**src/rtl/bin2bcd_pkg.sv**
```systemverilog
// Shared types and helpers for the sequential binary-to-BCD converter.
package bin2bcd_pkg;

    typedef enum logic [1:0] {
        IDLE  = 2'd0,
        SHIFT = 2'd1,
        DONE  = 2'd2
    } state_t;

    localparam int BCD_DIGIT_W = 4;
    localparam logic [BCD_DIGIT_W-1:0] BCD_SAT_DIGIT = 4'h9;

    function automatic logic [BCD_DIGIT_W-1:0] add3_adj(input logic [BCD_DIGIT_W-1:0] digit);
        return (digit >= 4'd5) ? digit + 4'd3 : digit;
    endfunction

    // True when an input of 'width' bits can reach 10^digits.
    function automatic logic ovf_possible(input int width, input int digits);
        longint unsigned limit;
        longint unsigned p;
        logic ok;
        ok = 1'b1;
        p = 1;
        if (width >= 63) begin
            limit = '1;
        end else begin
            limit = (64'd1 << width) - 64'd1;
        end
        for (int i = 0; i < digits; i++) begin
            if (ok) begin
                p = p * 10;
                if (p > limit) ok = 1'b0;
            end
        end
        return ok;
    endfunction

endpackage

```
**src/rtl/bcd_digit_adj.sv**
```systemverilog
// One double-dabble cell: adds 3 (mod 16) to a BCD digit that is 5 or more.
module bcd_digit_adj
    import bin2bcd_pkg::*;
(
    input  logic [BCD_DIGIT_W-1:0] digit,
    output logic [BCD_DIGIT_W-1:0] adj
);

    assign adj = add3_adj(digit);

endmodule

```
**src/rtl/binary_to_bcd_seq.sv**
```systemverilog
// Iterative double-dabble binary-to-BCD converter, one bit per clock, with saturation.
// Define BIN2BCD_BLANK_EN to register a leading-zero blanking mask alongside the result.
module binary_to_bcd_seq
    import bin2bcd_pkg::*;
#(
    parameter int WIDTH  = 12,
    parameter int DIGITS = 4
) (
    input  logic                          clk,
    input  logic                          reset,
    input  logic                          in_valid,
    output logic                          in_ready,
    input  logic [WIDTH-1:0]              in_bin,
    output logic                          out_valid,
    input  logic                          out_ready,
    output logic [BCD_DIGIT_W*DIGITS-1:0] bcd,
    output logic                          overflow,
    output logic [DIGITS-1:0]             blank
);

    localparam int   ACC_W  = BCD_DIGIT_W * DIGITS;
    localparam int   CNT_W  = (WIDTH > 1) ? $clog2(WIDTH) : 1;
    localparam logic OVF_EN = ovf_possible(WIDTH, DIGITS);

    state_t             state_reg, state_next;
    logic [WIDTH-1:0]   bin_reg, bin_next;
    logic [ACC_W-1:0]   acc_reg, acc_next;
    logic [ACC_W-1:0]   acc_adj;
    logic               ovf_reg, ovf_next;
    logic [CNT_W-1:0]   cnt_reg, cnt_next;
    logic [ACC_W-1:0]   bcd_reg, bcd_next;

    generate
        for (genvar gi = 0; gi < DIGITS; gi++) begin : g_adj
            bcd_digit_adj u_adj (
                .digit (acc_reg[gi*BCD_DIGIT_W +: BCD_DIGIT_W]),
                .adj   (acc_adj[gi*BCD_DIGIT_W +: BCD_DIGIT_W])
            );
        end
    endgenerate

    always_ff @(posedge clk or posedge reset) begin
        if (reset) begin
            state_reg <= IDLE;
            bin_reg   <= '0;
            acc_reg   <= '0;
            ovf_reg   <= 1'b0;
            cnt_reg   <= '0;
            bcd_reg   <= '0;
        end else begin
            state_reg <= state_next;
            bin_reg   <= bin_next;
            acc_reg   <= acc_next;
            ovf_reg   <= ovf_next;
            cnt_reg   <= cnt_next;
            bcd_reg   <= bcd_next;
        end
    end

    always_comb begin
        state_next = state_reg;
        bin_next   = bin_reg;
        acc_next   = acc_reg;
        ovf_next   = ovf_reg;
        cnt_next   = cnt_reg;
        bcd_next   = bcd_reg;
        case (state_reg)
            IDLE: begin
                if (in_valid) begin
                    bin_next   = in_bin;
                    acc_next   = '0;
                    ovf_next   = 1'b0;
                    cnt_next   = CNT_W'(WIDTH - 1);
                    state_next = SHIFT;
                end
            end
            SHIFT: begin
                acc_next = {acc_adj[ACC_W-2:0], bin_reg[WIDTH-1]};
                bin_next = bin_reg << 1;
                // The top digit's MSB leaving the accumulator means the value reached 10^DIGITS.
                ovf_next = ovf_reg | (OVF_EN & acc_adj[ACC_W-1]);
                if (cnt_reg == '0) begin
                    state_next = DONE;
                    bcd_next   = ovf_next ? {DIGITS{BCD_SAT_DIGIT}} : acc_next;
                end else begin
                    cnt_next = cnt_reg - CNT_W'(1);
                end
            end
            DONE: begin
                if (out_ready) state_next = IDLE;
            end
            default: state_next = IDLE;
        endcase
    end

    assign in_ready  = (state_reg == IDLE);
    assign out_valid = (state_reg == DONE);
    assign bcd       = bcd_reg;
    assign overflow  = ovf_reg;

`ifdef BIN2BCD_BLANK_EN
    logic [DIGITS-1:0] blank_reg, blank_next;
    logic              lead;

    // Mask is captured on the final shift so it stays aligned with bcd_reg.
    always_comb begin
        blank_next = blank_reg;
        lead       = 1'b0;
        if (state_reg == SHIFT && cnt_reg == '0) begin
            blank_next = '0;
            lead       = ~ovf_next;
            for (int k = DIGITS - 1; k >= 1; k--) begin
                lead          = lead & (acc_next[k*BCD_DIGIT_W +: BCD_DIGIT_W] == '0);
                blank_next[k] = lead;
            end
        end
    end

    always_ff @(posedge clk or posedge reset) begin
        if (reset) blank_reg <= '0;
        else       blank_reg <= blank_next;
    end

    assign blank = blank_reg;
`else
    assign blank = '0;
`endif

endmodule

```
**config.mk**
```make
export PLATFORM = sky130hd
export DESIGN_NAME = binary_to_bcd_seq
export DESIGN_NICKNAME = d
export VERILOG_FILES = /design/src/rtl/bin2bcd_pkg.sv /design/src/rtl/bcd_digit_adj.sv /design/src/rtl/binary_to_bcd_seq.sv
export SDC_FILE = /design/constraint.sdc
export NUM_CORES = 1
export LEC_CHECK = 0
export ABC_AREA = 1
export BUFFER_PORTS_ARGS = -buffer_cell sky130_fd_sc_hd__buf_2
export CAP_MARGIN = 15
export CORE_MARGIN = 2
export CORE_UTILIZATION = 61
export DETAILED_ROUTE_END_ITERATION = 8
export MAX_ROUTING_LAYER = met4
export PLACE_DENSITY_LB_ADDON = 0.1
export SLEW_MARGIN = 40
export SYNTH_ARGS = -nofsm -noshare
export SYNTH_HDL_FRONTEND = slang
export SYNTH_SLANG_ARGS = --single-unit
```
**constraint.sdc**
```tcl
create_clock -name clk -period 2.4 [get_ports clk]
set_input_delay 0.36 -clock clk [delete_from_list [all_inputs] [get_ports clk]]
set_output_delay 0.36 -clock clk [all_outputs]
set_load 0.02 [all_outputs]
```
==> metrics, run 1 <==
clk_lat worst skew=0.32 ns; commonest non-fill, non-tap cell in the layout=nand2_1; hold_ws=0.0767 ns; critical-path cell list=inv_1 > ha_1 > nand3_1 > nor2_4 > inv_2 > nand2_1 > o21ai_2; Mean Syn Cell Area=7.98 µm²; critical path's largest stage delay=0.39 ns; Worst setup EP type=flop; pwr dens=roughly 1500 nW/µm²; crit path max fanout=22; WL final=just under 5000 µm; gr ovfl total=0; Die Y=roughly 69 µm; io pins=39; synthesized cell area=between 2000 and 3000 µm²; pin count of the biggest net entering global routing=28; slew margin rel.=63.7%; Worst-path clk slew=0.09 ns; Final Slew Violations=0; PostCTS Resize Cnt=0; Root Buffer=clkbuf_8; critical path data arrival time=around 1.9 ns; flops & latches, synth=50; Syn-to-layout area delta=10.6%; VDD IR max=roughly 0.00090 V; Hold-fix buffers, CTS=0; CTS tree=done; outcome=finished, final reports clean; CTS Buf Count=5; DRC viols=0; Final Hold Viols=0; H-tree levels=2; crit-path leading delay family=simple AND/OR/NAND/NOR gates; postcts setup bufs=0; clock net sink count=50; Worst Tran Pin Value=approximately 0.54 ns; max-cap violations=0; cell count after synthesis=321; post-DP HPWL=3470 µm; setup TNS=0 ns; share of layout cells above drive strength 1=around 16%; Crit Path Class=reg2reg; most frequent cells in the layout=nand2_1, dfrtp_1, nand3_1, buf_2, inv_1; initial core utilization=between 60 and 70%; layout net count=~380; total number of vias=approximately 2.2k; Final setup viols=0; Post-DRT Antenna Nets=0; Detailed Routing Iterations Pass 1=4; minimum clock period=1.70 ns; RSZ-0062 raised after global routing=no; die area=4740 µm²; Max stage delay cell, worst path=dfrtp_1; Tightest Hold Check Type=in2async; Port Buffers=33; vias in the first global route=about 1.9k; wire per inst=12.3 µm; synthesis warning total=0; first-pass GRT wire length=around 8300 µm; CP required=2.60 ns; Antenna Cells=0; Crit path buffers/inverters=2; CTS max path bufs=2; num rows=23; Tcrit/Tclk final=a little under three quarters; cell leakage power=1.55 nW; initial DRC count=around 180; post-DR vias/cell=approximately 5.3; sequential-to-total area share from yosys stat=between 40 and 50%; placer congestion estimate=slightly above 0.8; gr usage total=between 20% and 30%; highest clock rate=between 500 and 600 MHz; category of the worst setup path launch point=flop; Core ar.=4030 µm²; Die W=approximately 69 µm; clk_skew=~0.0077 ns; initial antenna violation count=0; Netlist cell types=22
worst register-to-register path: cells and delay by family, from the launching register on:
| family | cells | cell delay, ns |
|---|---|---|
| adder cells (fa/ha/maj) | 1 | 0.16 |
| flip-flops | 1 | 0.39 |
| AO/OA/AOI/OAI | 1 | 0.06 |
| buffers and inverters | 2 | 0.39 |
| AND/OR/NAND/NOR | 3 | 0.59 |
layout make-up:
class	count	area [µm²]
clock inverter	3	40.0
inverter	35	134
sequential	50	1250
multi-input combinational	225	1090
fill	318	1190
clock buffer	5	68.8
timing repair buffer	36	188
tap	50	62.6
per-stage QoR:
stage / cell area [µm²] / worst slack, ns / util (%) / total power [W] / std cells
2_1_floorplan: 2580 / 0.839 / - / 0.00312 / 325
3_3_place_gp: 2730 / 0.783 / 67.7 / 0.00350 / 396
3_5_place_dp: 2730 / 0.707 / 67.7 / 0.00358 / 396
4_1_cts: 2840 / 0.699 / 70.4 / 0.00417 / 404
5_1_grt: 2840 / 0.573 / 70.4 / 0.00457 / 404
6_report: 2840 / 0.699 / 70.4 / 0.00414 / 404
layer usage:
| metal | global-route usage (%) | up-vias | routed length (µm) |
|---|---|---|---|
| met5 | - | - | 0 |
| met4 | 9.07 | 0 | 79 |
| met3 | 6.33 | 8 | 223 |
| met2 | 40.5 | 46 | 2410 |
| met1 | 30.1 | 1017 | 2250 |
| li1 | - | 1083 | - |
kinds of logic (layout without fill, tap and decap cells):
| kind of cell | count (synthesis) | after routing | synth area share [%] |
|---|---|---|---|
| compound gates | 39 | 39 | 8.69 |
| other cells | 1 | 5 | 0.146 |
| flops | 50 | 50 | 48.8 |
| xor+xnor | 1 | 1 | 0.342 |
| simple gates | 170 | 170 | 27.9 |
| fa+ha+maj | 10 | 10 | 4.88 |
| buf+inv | 50 | 79 | 9.18 |
power by group:
part / switching, W / internal, W / leakage [nW]
sequential: 0.000221 / 0.00123 / 0.629
combinational: 0.00142 / 0.000680 / 0.868
clock: 0.000283 / 0.000307 / 0.0579
cell usage after synthesis:
cell | n | share of area [%]
ha_1 | 10 | 4.9
inv_1 | 31 | 4.5
nor2_1 | 10 | 1.5
nor2_4 | 1 | 0.44
conb_1 | 1 | 0.15
nor2_2 | 1 | 0.24
buf_4 | 8 | 2.3
o21ai_1 | 14 | 2.7
nand3_1 | 34 | 6.6
buf_2 | 6 | 1.2
o21ai_2 | 5 | 1.7
nand2_2 | 2 | 0.49
o22ai_1 | 5 | 1.2
inv_2 | 3 | 0.44
xnor2_1 | 1 | 0.34
o21ai_0 | 14 | 2.7
nand4_1 | 8 | 2.0
dfrtp_1 | 50 | 49
inv_4 | 1 | 0.24
o31ai_1 | 1 | 0.29
buf_6 | 1 | 0.44
nand2_1 | 114 | 17
path summary, 6_finish.rpt:
check / startpoint / end / slack [ns] / cells after the start
max reg2reg: cnt_reg[0] / bcd[3] / 0.70 / 7
max: cnt_reg[0] / bcd[3] / 0.70 / 7
min in group clk: out_ready / state_reg[1] / 0.22 / 2
max in group asynchronous: reset / bcd[3] / 1.74 / 3
min: reset / bcd[13] / 0.08 / 2
min reg2reg: bcd[14] / bcd[14] / 0.48 / 2
No activity file was read; power rests on OpenSTA's default activity.
==> run 2: changes to the inputs <==
--- a/config.mk
+++ b/config.mk
@@ -9,7 +9,7 @@
 export BUFFER_PORTS_ARGS = -buffer_cell sky130_fd_sc_hd__buf_2
 export CAP_MARGIN = 15
 export CORE_MARGIN = 2
-export CORE_UTILIZATION = 61
+export CORE_UTILIZATION = 51
 export DETAILED_ROUTE_END_ITERATION = 8
 export MAX_ROUTING_LAYER = met4
 export PLACE_DENSITY_LB_ADDON = 0.1
==> constraint.sdc (replaced) <==
create_clock -name clk -period 1.52 [get_ports clk]
set_input_delay 0.228 -clock clk [delete_from_list [all_inputs] [get_ports clk]]
set_output_delay 0.228 -clock clk [all_outputs]
set_load 0.02 [all_outputs]
==> run 2 against run 1 <==
  * Worst hold slack better by 0.022 ns
  * Total power is 60% higher
  * Clock power is 25% higher
  * Utilization is 9.1 points lower
  * Routed wire length is 6.1% higher
  * Non-clock buffer count is 10 higher
  * Clock skew is 0.0031 ns lower
  * Setup slack worse by 0.58 ns
  * Sequential power is 58% higher
  * Combinational power is 71% higher
==> metrics, run 2 (same netlist as run 1, synthesis figures left out) <==
Final Slew Violations=0; Die W=74.9 µm; category of the worst setup path launch point=flop; crit path max fanout=22; pwr dens=about 2300 nW/µm²; setup TNS=0 ns; Root Buffer=clkbuf_8; first-pass GRT wire length=8760 µm; outcome=finished, final reports clean; initial core utilization=53.5%; FF-to-FF End=bcd[3]; layout net count=roughly 400; total number of vias=2182; vias in the first global route=~2.0k; critical path data arrival time=1.63 ns; post-DP HPWL=3770 µm; WL final=about 5300 µm; io pins=39; DRC viols=0; Worst-path clk slew=around 0.08 ns; pin count of the biggest net entering global routing=23; CTS Buf Count=5; wire per inst=12.2 µm; Final Non-Filler Cells=430; Detailed Routing Iterations Pass 1=5; die area=roughly 5600 µm²; cell leakage power=1.60 nW; clock net sink count=50; Crit Path Class=reg2reg; gr ovfl total=0; clk_skew=approximately 0.0046 ns; Tcrit/Tclk final=just over 90%; minimum clock period=roughly 1.4 ns; RSZ-0062 raised after global routing=no; gr usage total=21.1%; share of layout cells above drive strength 1=between 10% and 20%; H-tree levels=2; crit path launch=cnt_reg[1]; clk_lat worst skew=0.30 ns; FF-to-FF Start=cnt_reg[1]; Post-DRT Antenna Nets=0; CTS max path bufs=2; initial DRC count=approximately 160; most frequent cells in the layout=nand2_1, dfrtp_1, nand3_1, buf_2, inv_1; CP required=about 1.8 ns; highest clock rate=about 710 MHz; Die Y=about 75 µm; commonest non-fill, non-tap cell in the layout=nand2_1; Core ar.=about 4800 µm²; Setup crit end=bcd[3]; Final setup viols=0; Syn-to-layout area delta=14.4%; Worst R2R Path Depth=7; CTS tree=done; Worst setup EP type=flop; post-DR vias/cell=roughly 5.1; Tightest Hold Check Type=in2reg; FF-to-FF setup slack=between 0.1 and 0.15 ns; initial antenna violation count=0; Port Buffers=33; Antenna Cells=0; VDD IR max=between 0.001 and 0.0015 V; placer congestion estimate=~0.85; dpl cells=approximately 420; num rows=25; max-cap violations=0; Final Hold Viols=0
==> run 2: cell count changes in the layout (fill, tap and decap cells not counted) <==
| cell | before | now |
|---|---|---|
| buf_4 | 3 | 10 |
| nand2_2 | 2 | 3 |
| bufinv_16 | 1 | 0 |
| dlygate4sd3_1 | 0 | 1 |
| buf_12 | 0 | 2 |
| nand2_1 | 114 | 113 |
==> run 2: cell type report <==
cell class | count | area [µm²]
repair buffers | 46 | 290
flip-flops and latches | 50 | 1250
clock inverters | 2 | 10.0
multi-input cells | 225 | 1090
fillers | 436 | 1850
well taps | 67 | 83.8
clock buffers | 5 | 68.8
inverters | 35 | 134
==> run 2: worst min-delay path by stage <==
stage	start	end	slack, ns	cells past startpoint
global route	out_ready	state_reg[1]	0.10	2
CTS	out_ready	state_reg[1]	0.09	2
finish	out_ready	state_reg[1]	0.1	2
global placement	reset	cnt_reg[2]	0.26	2
detailed placement	reset	cnt_reg[2]	0.26	2
floorplan	out_ready	state_reg[1]	0.31	1
==> run 2: worst max-delay path, stage by stage, from the launching register on <==
cell	delay, ns
dfrtp_1	0.35
inv_1	0.07
ha_1	0.18
nand3_1	0.15
nor2_4	0.05
inv_2	0.32
nand2_1	0.13
o21ai_2	0.07
==> run 2: metrics by stage <==
step	power [W]	util (%)	worst slack (ns)	hold WS [ns]	cell area, µm²
detailed placement	0.00586	59.2	0.104	0.256	2830
global placement	0.00577	59.2	0.107	0.257	2830
finish	0.00661	61.3	0.119	0.0985	2930
floorplan	0.00492	-	0.0908	0.314	2580
CTS	0.00663	61.0	0.0893	0.0934	2920
global route	0.00726	61.3	0.00699	0.104	2930
==> run 2: layer usage <==
layer / global-route usage, % / wire, µm / up-vias
met5: - / 0 / -
met4: 7.94 / 90 / 0
met3: 4.69 / 253 / 10
met2: 34.1 / 2490 / 65
met1: 25.9 / 2430 / 1001
li1: - / - / 1106
==> run 2: power breakdown <==
part           internal, W  switching (W)
combinational      0.00127        0.00232
sequential         0.00194       0.000352
clock             0.000310       0.000425
==> run 2: repair_timing <==
item                       4_1_cts  5_1_grt
setup endpoints to repair        0        5
resized for setup                0        1
hold buffers                     1        0
hold endpoints to repair        17        0
setup buffers                    0        1
==> run 3: changes to the inputs <==
--- a/config.mk
+++ b/config.mk
@@ -13,6 +13,7 @@
 export DETAILED_ROUTE_END_ITERATION = 8
 export MAX_ROUTING_LAYER = met4
 export PLACE_DENSITY_LB_ADDON = 0.1
+export REMOVE_ABC_BUFFERS = 1
 export SLEW_MARGIN = 40
 export SYNTH_ARGS = -nofsm -noshare
 export SYNTH_HDL_FRONTEND = slang
==> run 3 against run 2 <==
  * Clock power is 8.2% higher
  * Via count is 2.7% lower
  * Sequential power about the same
  * Critical path depth rose by 1
  * Clock-buffer cell count grew 2
  * Worst hold slack improved by 0.0090 ns
  * Combinational power decreased by 3%
  * Critical path type unchanged
==> metrics, run 3 (same netlist as run 1, synthesis figures left out) <==
num rows=25; DRC viols=0; outcome=finished, final reports clean; clock net sink count=50; Post-DRT Antenna Nets=0; Worst-path clk slew=0.09 ns; clk_skew=0.00672 ns; minimum clock period=1.38 ns; wire per inst=about 11 µm; commonest non-fill, non-tap cell in the layout=nand2_1; Max stage delay cell, worst path=dfrtp_1; postcts setup bufs=0; Worst setup EP type=flop; Die Y=around 75 µm; Tightest Hold Check Type=in2reg; global-route met1 utilization=around a quarter; share of layout cells above drive strength 1=a little under a fifth; critical path's largest stage delay=~0.4 ns; post-DR vias/cell=~4.9; Core ar.=between 4000 and 5000 µm²; post-DP HPWL=roughly 3600 µm; hold_ws=~0.11 ns; clk_lat worst skew=0.30 ns; crit path max fanout=11; first-pass GRT wire length=8460 µm; WL final=~5000 µm; Die W=between 70 and 80 µm; layout net count=a little under 400; CTS Buf Count=5; H-tree levels=2; initial DRC count=70; gr busiest metal=met2; met3 Use GR=under 10%; pin count of the biggest net entering global routing=34; Antenna Cells=0; GR met2 Demand/Resource=roughly a third; critical path data arrival time=roughly 1.6 ns; total number of vias=approximately 2.1k; placer congestion estimate=~0.88; Final Slew Violations=0; CP required=1.70 ns; cell leakage power=around 1.6 nW; Final setup viols=0; Final Hold Viols=0; total power=roughly 0.0066 W; pwr dens=2240 nW/µm²; initial antenna violation count=0; RSZ-0062 raised after global routing=no; Crit Path Class=reg2reg; io pins=39; Root Buffer=clkbuf_8; die area=roughly 5600 µm²; initial core utilization=a little over half; Tcrit/Tclk final=90.5%; gr usage total=~20%; max-cap violations=0; highest clock rate=~730 MHz; gr ovfl total=0; critical-path cell list=inv_1 > ha_1 > nand3_1 > nor2_4 > inv_2 > buf_4 > nand2_1 > o21ai_2; category of the worst setup path launch point=flop; CTS tree=done; vias in the first global route=around 2.0k; Port Buffers=33; CTS max path bufs=2; VDD IR max=~0.0012 V; most frequent cells in the layout=nand2_1, dfrtp_1, nand3_1, buf_2, inv_1; Detailed Routing Iterations Pass 1=5; Syn-to-layout area delta=14.3%
==> run 3: cell types whose count changed in the layout (fill, tap and decap cells not counted), sizes merged <==
cell / previous run / this run
clkbuf: 5 / 7
clkinv: 2 / 1
==> run 3: cell type report <==
cell class	count	area, µm²
Fill cell	466	1860
Sequential cell	50	1250
Multi-Input combinational cell	225	1090
Timing Repair Buffer	46	278
Inverter	35	134
Clock buffer	7	86.3
Tap cell	67	83.8
Clock inverter	1	5.00
==> run 3: path summary, 6_finish.rpt <==
path | to | start | depth (start not counted) | slack [ns]
worst max-delay path | bcd[7] | cnt_reg[1] | 8 | 0.14
worst min-delay path | state_reg[1] | out_ready | 2 | 0.11
worst max register to register | bcd[7] | cnt_reg[1] | 8 | 0.14
worst min register to register | bcd[6] | bcd[6] | 2 | 0.48
max in group asynchronous | acc_reg[4] | reset | 4 | 0.55
min in group asynchronous | bcd[13] | reset | 3 | 0.46
==> run 3: power breakdown <==
group          total, W  switching, W  internal, W
Clock          0.000795      0.000427     0.000368
Sequential      0.00227      0.000335      0.00194
Combinational   0.00350       0.00226      0.00124
==> run 3: through the flow <==
stage	setup TNS [ns]	cells	cell area [µm²]	util (%)	worst slack, ns
floorplan	-9.66	310	2480	-	-0.261
global placement	0	422	2830	59.1	0.163
detailed placement	0	422	2830	59.1	0.151
CTS	0	431	2930	61.2	0.121
global route	0	431	2930	61.2	0.00837
finish	0	431	2930	61.2	0.145
==> run 3: worst max-delay path, delay by kind of cell, from the launching register on <==
kind | cells | cell delay (ns)
AO/OA/AOI/OAI | 1 | 0.05
adder cells (fa/ha/maj) | 1 | 0.16
buffers and inverters | 3 | 0.31
flip-flops | 1 | 0.39
AND/OR/NAND/NOR | 3 | 0.34
==> run 3: what timing repair did <==
item	4_1_cts	5_1_grt
setup endpoints to repair	0	3
endpoints found under the hold margin	17	0
resized for setup	0	1
hold buffers	1	0
==> run 3: layer usage <==
metal,vias to the layer above,routed length (µm)
met4,0,53
met2,59,2320
li1,1101,-
met5,-,0
met3,7,268
met1,956,2300
